`src/rtl/obuft_tx_sequencer_if.sv`:
```
// Word stream into the tri-state pad sequencer (valid/ready handshake).
// The master is the word source; the slave is the sequencer.
interface obuft_tx_sequencer_if #(
    parameter int DATA_W = 16
) ();
    logic              S_VALID;
    logic              S_READY;
    logic [DATA_W-1:0] S_DATA;
    logic              S_LAST;

    modport master (
        output S_VALID,
        output S_DATA,
        output S_LAST,
        input  S_READY
    );

    modport slave (
        input  S_VALID,
        input  S_DATA,
        input  S_LAST,
        output S_READY
    );
endinterface

```
`src/rtl/obuft_tx_sequencer.sv`:
```
// Serialises DATA_W-bit words onto a PAD_W-bit tri-state pad group.
// The bus is parked (driven low) for TURN_CYC lead-in cycles before a burst
// and released (high-Z) for TURN_CYC tail cycles after the burst's last word.
// All outputs come straight from flops, except PAD_T, which also ORs in GTS
// so the pads float immediately when global tri-state is asserted.
module obuft_tx_sequencer #(
    parameter int DATA_W   = 16,
    parameter int PAD_W    = 4,
    parameter int TURN_CYC = 2
) (
    input  logic                   CLK,
    input  logic                   RST_N,
    input  logic                   GTS,
    obuft_tx_sequencer_if.slave    s_if,
    output logic [PAD_W-1:0]       PAD_I,
    output logic [PAD_W-1:0]       PAD_T,
    output logic                   BUSY
);
    localparam int BEATS  = DATA_W / PAD_W;
    localparam int BEAT_W = (BEATS > 1) ? $clog2(BEATS) : 1;
    localparam logic [BEAT_W-1:0] LAST_BEAT = BEAT_W'(BEATS - 1);
    localparam logic [3:0] TURN_LOAD = (TURN_CYC > 0) ? 4'(TURN_CYC - 1) : 4'd0;

    typedef enum logic [2:0] {
        ST_IDLE  = 3'd0,
        ST_LEAD  = 3'd1,
        ST_SHIFT = 3'd2,
        ST_HOLD  = 3'd3,
        ST_TAIL  = 3'd4
    } state_t;

    state_t              state_q, state_d;
    logic [DATA_W-1:0]   data_q, data_d;
    logic                last_q, last_d;
    logic [BEAT_W-1:0]   beat_q, beat_d;
    logic [3:0]          turn_q, turn_d;
    logic [PAD_W-1:0]    pad_i_q, pad_i_d;
    logic [PAD_W-1:0]    t_q, t_d;
    logic                ready_q, ready_d;
    logic                busy_q, busy_d;
    logic                accept_s;

    assign accept_s    = s_if.S_VALID & ready_q;
    assign s_if.S_READY = ready_q;
    assign PAD_I       = pad_i_q;
    assign PAD_T       = t_q | {PAD_W{GTS}};
    assign BUSY        = busy_q;

    // State register: every flop of the block, cleared asynchronously.
    always_ff @(posedge CLK or negedge RST_N) begin
        if (!RST_N) begin
            state_q <= ST_IDLE;
            data_q  <= {DATA_W{1'b0}};
            last_q  <= 1'b0;
            beat_q  <= {BEAT_W{1'b0}};
            turn_q  <= 4'd0;
            pad_i_q <= {PAD_W{1'b0}};
            t_q     <= {PAD_W{1'b1}};
            ready_q <= 1'b0;
            busy_q  <= 1'b0;
        end else begin
            state_q <= state_d;
            data_q  <= data_d;
            last_q  <= last_d;
            beat_q  <= beat_d;
            turn_q  <= turn_d;
            pad_i_q <= pad_i_d;
            t_q     <= t_d;
            ready_q <= ready_d;
            busy_q  <= busy_d;
        end
    end

    // Next-state logic: sequencing, word capture, beat and turnaround counting.
    always_comb begin
        state_d = state_q;
        data_d  = data_q;
        last_d  = last_q;
        beat_d  = beat_q;
        turn_d  = turn_q;
        case (state_q)
            ST_IDLE: begin
                if (accept_s) begin
                    data_d = s_if.S_DATA;
                    last_d = s_if.S_LAST;
                    beat_d = {BEAT_W{1'b0}};
                    if (TURN_CYC == 0) begin
                        state_d = ST_SHIFT;
                    end else begin
                        state_d = ST_LEAD;
                        turn_d  = TURN_LOAD;
                    end
                end else begin
                    state_d = ST_IDLE;
                end
            end
            ST_LEAD: begin
                if (turn_q == 4'd0) begin
                    state_d = ST_SHIFT;
                    beat_d  = {BEAT_W{1'b0}};
                end else begin
                    turn_d = turn_q - 4'd1;
                end
            end
            ST_SHIFT: begin
                if (beat_q == LAST_BEAT) begin
                    beat_d = {BEAT_W{1'b0}};
                    if (accept_s) begin
                        // Ready is only offered on a non-last final beat, so
                        // the next word follows with no gap.
                        data_d  = s_if.S_DATA;
                        last_d  = s_if.S_LAST;
                        state_d = ST_SHIFT;
                    end else if (last_q) begin
                        if (TURN_CYC == 0) begin
                            state_d = ST_IDLE;
                        end else begin
                            state_d = ST_TAIL;
                            turn_d  = TURN_LOAD;
                        end
                    end else begin
                        state_d = ST_HOLD;
                    end
                end else begin
                    beat_d = beat_q + BEAT_W'(1);
                end
            end
            ST_HOLD: begin
                if (accept_s) begin
                    data_d  = s_if.S_DATA;
                    last_d  = s_if.S_LAST;
                    beat_d  = {BEAT_W{1'b0}};
                    state_d = ST_SHIFT;
                end else begin
                    state_d = ST_HOLD;
                end
            end
            ST_TAIL: begin
                if (turn_q == 4'd0) begin
                    state_d = ST_IDLE;
                end else begin
                    turn_d = turn_q - 4'd1;
                end
            end
            default: begin
                state_d = ST_IDLE;
            end
        endcase
    end

    // Output logic: decoded from the next state so the registered pads,
    // T, ready and busy line up with the state they describe.
    always_comb begin
        pad_i_d = {PAD_W{1'b0}};
        t_d     = {PAD_W{1'b1}};
        ready_d = 1'b0;
        busy_d  = 1'b1;
        case (state_d)
            ST_IDLE: begin
                ready_d = 1'b1;
                busy_d  = 1'b0;
            end
            ST_LEAD: begin
                t_d = {PAD_W{1'b0}};
            end
            ST_SHIFT: begin
                t_d     = {PAD_W{1'b0}};
                pad_i_d = data_d[int'(beat_d) * PAD_W +: PAD_W];
                ready_d = (beat_d == LAST_BEAT) && !last_d;
            end
            ST_HOLD: begin
                t_d     = {PAD_W{1'b0}};
                ready_d = 1'b1;
            end
            ST_TAIL: begin
                t_d = {PAD_W{1'b1}};
            end
            default: begin
                ready_d = 1'b0;
                busy_d  = 1'b0;
            end
        endcase
    end
endmodule

```
`src/flat_wrapper.sv`:
```
// flat-port wrapper written by rule: the top's interface ports become plain ports
module obuft_tx_sequencer_flat 
#(
    parameter int DATA_W   = 16,
    parameter int PAD_W    = 4,
    parameter int TURN_CYC = 2
)
  (CLK, RST_N, GTS, PAD_I, PAD_T, BUSY, s_if_S_VALID, s_if_S_DATA, s_if_S_LAST, s_if_S_READY);
  obuft_tx_sequencer_if #(.DATA_W(DATA_W)) s_if_i ();
  input  logic CLK;
  input  logic RST_N;
  input  logic GTS;
  output logic [PAD_W-1:0] PAD_I;
  output logic [PAD_W-1:0] PAD_T;
  output logic BUSY;
  input wire logic [$bits(s_if_i.S_VALID)-1:0] s_if_S_VALID;
  input wire logic [$bits(s_if_i.S_DATA)-1:0] s_if_S_DATA;
  input wire logic [$bits(s_if_i.S_LAST)-1:0] s_if_S_LAST;
  output wire logic [$bits(s_if_i.S_READY)-1:0] s_if_S_READY;
  assign s_if_i.S_VALID = s_if_S_VALID;
  assign s_if_i.S_DATA = s_if_S_DATA;
  assign s_if_i.S_LAST = s_if_S_LAST;
  assign s_if_S_READY = s_if_i.S_READY;
  obuft_tx_sequencer #(.DATA_W(DATA_W), .PAD_W(PAD_W), .TURN_CYC(TURN_CYC)) u_core (.CLK(CLK), .RST_N(RST_N), .GTS(GTS), .s_if(s_if_i), .PAD_I(PAD_I), .PAD_T(PAD_T), .BUSY(BUSY));
endmodule
```
`config.mk`:
```
export PLATFORM = sky130hd
export DESIGN_NAME = obuft_tx_sequencer_flat
export DESIGN_NICKNAME = d
export VERILOG_FILES = /design/src/rtl/obuft_tx_sequencer_if.sv /design/src/rtl/obuft_tx_sequencer.sv /design/src/flat_wrapper.sv
export SDC_FILE = /design/constraint.sdc
export NUM_CORES = 1
export LEC_CHECK = 0
export CORE_MARGIN = 2
export CORE_UTILIZATION = 55
export CTS_CLUSTER_DIAMETER = 30
export CTS_CLUSTER_SIZE = 10
export DETAILED_ROUTE_END_ITERATION = 7
export PLACE_DENSITY = 0.83
export SYNTH_ARGS = -nofsm -noshare
export SYNTH_HDL_FRONTEND = slang
export SYNTH_SLANG_ARGS = --single-unit
```
`constraint.sdc`:
```
create_clock -name CLK -period 3.15 [get_ports CLK]
set_input_delay 0.945 -clock CLK [delete_from_list [all_inputs] [get_ports CLK]]
set_output_delay 0.945 -clock CLK [all_outputs]
set_load 0.02 [all_outputs]
```
Yosys cells after proc, flatten, opt, wreduce, memory -nomap -nowiden

Index checks and enable logic that the tools add are counted.

Register bits: 36
Bits of input ports: 21
Output and inout port bits: 10
Word-level logic and storage cells: 69

Add/sub/neg operators: 2
Equality and inequality tests: 15
Shift operators: 1
Multiplexer cells: 28
Bitwise logic cells: 2
Reduce and logical (&&, ||, !) cells: 12

Operators by type and width:

| operator            | number |
|---|---|
| $mux 16             | 2 |
| $pmux 16 s2         | 1 |
| $mux 4              | 7 |
| $shiftx 16x5->4     | 1 |
| $mux 3              | 5 |
| $pmux 3 s5          | 1 |
| $eq 3x2->1 const B  | 4 |
| $pmux 4 s3          | 1 |
| $eq 3x1->1 const B  | 2 |
| $eq 3x3->1 const B  | 2 |
| $logic_not 3->1     | 2 |
| $mux 2              | 3 |
| $ne 2x1->1 const B  | 3 |
| $pmux 2 s3          | 1 |
| $reduce_and 6->1    | 1 |
| $reduce_or 2->1     | 3 |
| $mux 1              | 5 |
| $eq 2x2->1 const B  | 2 |
| $logic_not 4->1     | 1 |
| $ne 2x2->1 const B  | 2 |
| $or 4x4->4          | 1 |
| $pmux 1 s2          | 2 |
| $reduce_or 4->1     | 1 |
| $sub 4x1->4 const B | 1 |
| other kinds (6)     | 6 |

Logic depth before layout (Yosys ltp)

Gate-level depths: netlist of the first run.

Depth in word-level cells: 7
Depth in mapped cells: 8
Gate-level depth less buffers: 8

Least setup slack after synthesis of the first run

Ideal clock, no wire load.

Path kind: input -> output
From: input GTS
To: output PAD_T[1]
Data arrival time: 1.486 ns
Data required time: 2.205 ns
Path slack: 0.719 ns
Stages: 2
Buffers on the path: 1
Cells stage by stage: or2_2 > buf_4

Word-level cells in the longest chain between the ends: 1

Ends and longest elaborated chain:

| item        | line                     | RTL |
|---|---|---|
| from (decl) | flat_wrapper.sv:12       | `input logic GTS;` |
| $or 4x4->4  | obuft_tx_sequencer.sv:46 | `assign PAD_T = t_q \| {PAD_W{GTS}};` |
| to (decl)   | flat_wrapper.sv:14       | `output logic [PAD_W-1:0] PAD_T;` |

No other way between the ends.

Worst setup path after layout of the first run

From: input GTS
To: output PAD_T[0]

The elaborated chain is that of the path after synthesis.

==> flow_metrics.py, run 1 <==
metrics = {
    "outcome": {
        "status": "finished clean",
    },
    "hold_path": {
        "worst_hold_path_type": "reg2reg",
        "whs_path_depth": 2,
    },
    "drt": {
        "via_per_inst": 5.57,
        "firstDrtPassIters": 4,
        "route.detailed.drc": 0,
        "drtAntennaViolNets": 0,
        "wire_per_inst_um": 14.3,
        "vias": 1420,
        "drt_first_iter_violations": 72,
        "wirelength_um": 3660,
    },
    "clock_network": {
        "cts-hold-fix-buffers": 0,
        "cts.sinks": 33,
        "cts_setup_buffers": 0,
        "clock-root-buffer": "clkbuf_4",
        "cts_inserted_buffers": 5,
        "clk_path_buf_depth": 2,
        "clkTransAtPathRegs_ns": 0.10,
        "cts_tree": "built",
        "clkLatencyLatePin_ns": 0.34,
        "htreeDepth": 2,
    },
    "power": {
        "p_int_mw": 1.32,
        "switching_share_pct": 41.6,
        "p_sw_uw": 940,
        "p_per_area_nw_per_um2": 1040,
        "power_frac_comb_pct": 51.6,
        "power_leakage_nw": 0.953,
        "seqPwrFrac_pct": 33.6,
        "p_clk_share_pct": 14.8,
        "vdd_drop_max_mv": 0.531,
        "power_mw": 2.26,
    },
    "critical_path": {
        "worst-path-stages": 3,
        "critical_path_arrival_ns": 1.97,
        "slowest_delay_ns": 0.39,
        "critPathLaunchType": "input port",
        "rr_worst_depth": 7,
        "path_max_fanout": 4,
        "slowest_stage": "clkdlybuf4s50_1",
        "end_kind": "output port",
        "path_delay_family": "buffers and inverters",
        "worstSetupPathType": "in2out",
        "crit_chain": "clkdlybuf4s50_1, or2_2, dlygate4sd2_1",
        "path_buf_inv": 2,
        "critPathRequiredTime_ns": 2.20,
    },
    "timing": {
        "tightest_slew_ns": 0.921,
        "fin_crit_sh_pct": 92.6,
        "fmax_mhz": 343,
        "slew_viol_final": 0,
        "fin_crit_ns": 2.92,
        "finalHoldViolCount": 0,
        "clock_skew_ns": 0.00895,
        "slew_headroom_pct": 38.3,
        "fin_ws_ns": 0.232,
        "setup_viol": 0,
        "rsz0062_at_grt": "no",
    },
    "synthesis": {
        "synth_cells": 181,
        "yosysTopAreaCell": "dfrtp_1",
        "synth_common_cells": "nand2_1, dfrtp_1, nor2_1",
        "ys_top_cells_by_area": "dfrtp_1, nand2_1, nor2_1",
        "syn_avg_cell_area_um2": 9.81,
        "synth_area_um2": 1780,
        "synth_enable_flop_cells": 0,
        "yosysMostFrequentCell": "nand2_1",
        "ys_seq_elements": 33,
        "synth-main-ff-cell": "dfrtp_1",
        "synth_cell_type_count": 46,
        "async_flop_share_pct": 100,
        "synth_seq_area_share_pct": 46.6,
        "syn_nets": 204,
        "synth.top_cell.area_share_pct": 45.1,
        "yosysWarnings": 0,
    },
    "place": {
        "hpwlAfterDp_um": 2610,
        "place_ws_ns": -0.00583,
        "gp_congestion": 0.931,
        "port_buffers": 30,
    },
    "floorplanning": {
        "fp-row-count": 20,
        "core_area_um2": 3050,
        "dieWidth_um": 60.8,
        "die_y_um": 60.8,
        "start_util_pct": 58.2,
        "dieArea_um2": 3700,
        "num_io_pins": 31,
    },
    "global_route": {
        "grt_max_degree": 34,
        "grt_use_total_pct": 22.0,
        "antenna_found_initial": 0,
        "grt_pass1_vias": 1322,
        "grt-ovfl-total": 0,
        "grt_pass1_wl_um": 5910,
    },
    "cells_and_area": {
        "layout.nets": 233,
        "diodes": 0,
        "final_layout_size_suffix_gt1_share_pct": 13.3,
        "area_growth_syn_to_layout_pct": 22.0,
    },
    "run": {
        "maxCapViolCount": 0,
    },
}
==> tightest hold or removal path, cell delays in order, from the launching register on <==
cell and delay (ns):
dfrtp_1 0.36, nand2_1 0.05, nand2_1 0.06
==> worst paths after layout <==
path / endpoint / slack [ns] / start
max in group asynchronous: u_core.t_q[2] / 1.84 / RST_N
min in group asynchronous: u_core.state_q[2] / 0.99 / RST_N
setup reg to reg: u_core.PAD_I[0] / 0.96 / u_core.turn_q[0]
hold / removal: u_core.data_q[1] / 0.49 / u_core.data_q[1]
hold reg to reg: u_core.data_q[1] / 0.49 / u_core.data_q[1]
setup / recovery: PAD_T[0] / 0.23 / GTS
==> metrics by stage <==
step	hold slack [ns]	instance area (um^2)	util, %	setup TNS, ns	instances
after floorplan	0.446	1780	-	0	181
after global placement	0.460	2080	68.1	0	247
after detailed placement	0.466	2080	68.1	-0.0101	247
after CTS	0.489	2160	70.8	0	255
after global routing	0.503	2170	70.9	0	255
final	0.491	2170	70.9	0	255
==> registers in the layout, indices dropped and copies added, names as in the netlist <==
name / cells
u_core.BUSY: 1
u_core.PAD_I: 4
u_core.beat_q: 2
u_core.data_q: 16
u_core.last_q: 1
u_core.s_if.S_READY: 1
u_core.state_q: 3
u_core.t_q: 1
u_core.turn_q: 4
==> area by class of cell <==
type                       count  area (um^2)
multi-input combinational    129          845
fill                         254          887
tap                           44         55.1
inverter                       9         36.3
clock buffer                   7         55.1
sequential                    33          827
clock inverter                 1         30.0
timing repair buffer          32          318
==> power by group through the flow <==
stage	Sequential, mW	Combinational (mW)	Clock [mW]
after detailed placement	0.765	1.17	0
after global placement	0.754	1.12	0
after CTS	0.756	1.17	0.339
final	0.760	1.17	0.334
after floorplan	0.741	0.910	0
after global routing	0.782	1.29	0.361
==> logic make-up (layout without fill, tap and decap cells) <==
logic type,count (synthesis),after routing,synth area share [%]
AOI/OAI and AO/OA,40,40,17.6
xor gates and xnor gates,2,2,0.987
adders and majority gates,2,2,1.41
buffers and inverters,19,49,5.85
DFF,33,33,46.6
muxes,9,9,5.71
and+or+nand+nor,76,76,21.8
==> layout by cell type (no fill, tap or decap), types with 2 or more instances in the layout <==
cell type,instances
mux2_2,5
o31ai_1,3
o21ai_1,5
nor3_1,4
dfrtp_1,32
a221oi_1,3
xor2_1,2
mux2_1,4
a211oi_1,7
o32ai_1,4
nor2b_1,4
dlymetal6s2s_1,2
nand2_1,37
ha_1,2
and2_1,2
nor2_1,16
a21oi_1,4
clkdlybuf4s50_1,26
dlygate4sd2_1,2
a31oi_1,2
o21ai_0,3
buf_4,2
clkbuf_4,5
inv_1,8
or2_2,2
==> routing by layer <==
metal | share of wire (%) | GRT usage, % | vias to the layer above
met5 | 0 | 0 | -
li1 | - | - | 684
met1 | 44 | 26.9 | 685
met4 | 2.0 | 9.94 | 0
met2 | 48 | 35.2 | 41
met3 | 5.4 | 7.46 | 10
==> what timing repair did <==
item / in CTS / in global routing
pin swaps: 0 / 0
setup endpoints to repair: 2 / 2
gates resized for setup: 2 / 2
No activity file was read; power rests on OpenSTA's default activity.
==> run 2, diff against run 1 <==
==> constraint.sdc (replaced) <==
create_clock -name CLK -period 3.15 [get_ports CLK]
set_input_delay 0.945 -clock CLK [delete_from_list [all_inputs] [get_ports CLK]]
set_output_delay 0.945 -clock CLK [all_outputs]
set_load 0.01 [all_outputs]
==> run 2 against run 1 <==
Maximum frequency shrank 5.4%. Final cell count is the same. Sequential power is essentially flat. Global-route usage shrank 0.45 points. Flip-flop and latch count is the same. Sequential share of layout area grew 0.31 points. Wire length shrank 4.2%. Largest power group unchanged. Hold slack lost 0.0024 ns. Worst setup slack lost 0.17 ns.
==> flow_metrics.py, run 2 (synthesis results as in run 1) <==
metrics = {
    "outcome": {
        "status": "finished clean",
    },
    "place": {
        "gp_congestion": 0.927,
        "port_buffers": 30,
        "hpwlAfterDp_um": 2540,
        "dp_cells": 247,
    },
    "global_route": {
        "grt_pass1_vias": 1297,
        "grt_use_total_pct": 21.6,
        "grt_pass1_wl_um": 5800,
        "grt-ovfl-total": 0,
        "antenna_found_initial": 0,
        "grt_max_degree": 34,
    },
    "timing": {
        "slew_viol_final": 0,
        "fin_setup_tns_ns": 0,
        "rsz0062_at_grt": "no",
        "clock_skew_ns": 0.0141,
        "tightest_slew_ns": 0.902,
        "setup_viol": 0,
        "fin_crit_ns": 3.08,
        "fin_crit_sh_pct": 97.9,
        "slew_headroom_pct": 39.6,
        "finalHoldViolCount": 0,
        "finalHoldWorstSlack_ns": 0.489,
        "fmax_mhz": 324,
    },
    "power": {
        "switching_share_pct": 41.4,
        "seqPwrFrac_pct": 35.2,
        "vdd_drop_max_mv": 0.482,
        "p_int_mw": 1.27,
        "p_clk_share_pct": 12.7,
        "p_sw_uw": 895,
        "power_leakage_nw": 0.937,
        "power_frac_comb_pct": 52.1,
        "p_per_area_nw_per_um2": 1010,
    },
    "floorplanning": {
        "num_io_pins": 31,
        "core_area_um2": 3050,
        "die_y_um": 60.8,
        "start_util_pct": 58.2,
        "fp-row-count": 20,
        "dieArea_um2": 3700,
        "dieWidth_um": 60.8,
    },
    "hold_path": {
        "worstHoldStart": "u_core.data_q[1]",
        "worst_hold_path_type": "reg2reg",
    },
    "critical_path": {
        "critPathRequiredTime_ns": 2.20,
        "worst_path_most_repeated_cell": "clkdlybuf4s50_1",
        "path_max_fanout": 4,
        "critical_path_arrival_ns": 2.14,
        "critPathLaunchType": "input port",
        "worst-r2r-setup-slack_ns": 0.96,
        "worstSetupStartpoint": "GTS",
        "crit_chain": "clkdlybuf4s50_1, or2_2, clkdlybuf4s50_1",
        "timing.rr.start": "u_core.turn_q[0]",
        "worstSetupPathType": "in2out",
        "slowest_delay_ns": 0.49,
        "end_kind": "output port",
        "slowest_stage": "clkdlybuf4s50_1",
    },
    "drt": {
        "drt_first_iter_violations": 48,
        "via_per_inst": 5.44,
        "vias": 1388,
        "wirelength_um": 3510,
        "firstDrtPassIters": 4,
        "wire_per_inst_um": 13.7,
        "drtAntennaViolNets": 0,
        "route.detailed.drc": 0,
    },
    "clock_network": {
        "clkTransAtPathRegs_ns": 0.10,
        "cts_tree": "built",
        "cts_resized": 0,
        "cts-hold-fix-buffers": 0,
        "htreeDepth": 2,
        "cts_inserted_buffers": 5,
        "cts_setup_buffers": 0,
        "clkLatencyLatePin_ns": 0.35,
        "clock-root-buffer": "clkbuf_4",
        "cts.sinks": 33,
        "clk_path_buf_depth": 2,
    },
    "cells_and_area": {
        "layout.nets": 233,
        "final_cell_mix": "nand2_1, dfrtp_1, clkdlybuf4s50_1",
        "largest_reg_flops": 16,
        "final_common_cell": "nand2_1",
        "layout.cells.non_filler": 255,
        "final_layout_size_suffix_gt1_share_pct": 13.7,
        "regMostFlops": "u_core.data_q",
        "diodes": 0,
        "area_growth_syn_to_layout_pct": 21.0,
    },
    "run": {
        "maxCapViolCount": 0,
    },
}
[run 2: changes by cell type in the layout (fill, tap and decap cells not counted), sizes merged]
cell | previous run | this run
clkdlybuf4s50 | 26 | 30
clkinv | 0 | 1
dlymetal6s2s | 2 | 0
bufinv | 1 | 0
dlygate4sd2 | 2 | 0
[run 2: path summary, 6_finish.rpt]
check,to,cells after the start
max,PAD_T[2],3
min,u_core.data_q[1],2
max reg2reg,u_core.PAD_I[1],7
min reg2reg,u_core.data_q[1],2
max in group asynchronous,u_core.t_q[2],2
min in group asynchronous,u_core.turn_q[2],2
[run 2: metal layers]
layer / GRT usage, % / wire length [um] / vias up
met5: 0 / 0 / -
met4: 8.07 / 56 / 0
met3: 7.68 / 204 / 6
met2: 34.4 / 1710 / 42
met1: 27.0 / 1530 / 652
li1: - / - / 688
[run 2: metrics by stage]
| stage | utilization [%] | power (mW) | area, um^2 | setup slack [ns] |
|---|---|---|---|---|
| after floorplan | - | 1.62 | 1780 | 0.772 |
| after detailed placement | 68.1 | 1.89 | 2080 | 0.0572 |
| after CTS | 70.4 | 2.16 | 2150 | 0.0572 |
| after global placement | 68.1 | 1.84 | 2080 | 0.0702 |
| final | 70.4 | 2.16 | 2150 | 0.0665 |
| after global routing | 70.4 | 2.34 | 2150 | 0.0128 |
[run 2: layout make-up]
class,instances,area (um^2)
Fill cell,253,905
Sequential cell,33,827
Tap cell,44,55.1
Multi-Input combinational cell,129,845
Timing Repair Buffer,32,315
Clock inverter,1,5.00
Clock buffer,7,65.1
Inverter,9,36.3
[run 2: power by group through the flow]
stage          logic, mW  registers [mW]  clock network (mW)
4_1_cts             1.13           0.760               0.276
3_5_place_dp        1.12           0.768                   0
5_1_grt             1.25           0.788               0.296
3_3_place_gp        1.09           0.753                   0
2_1_floorplan      0.899           0.720                   0
6_report            1.13           0.761               0.273
[run 2: critical path, delay by kind of cell]
family	cells	cell delay (ns)
buf+inv	2	0.88
simple gates	1	0.32
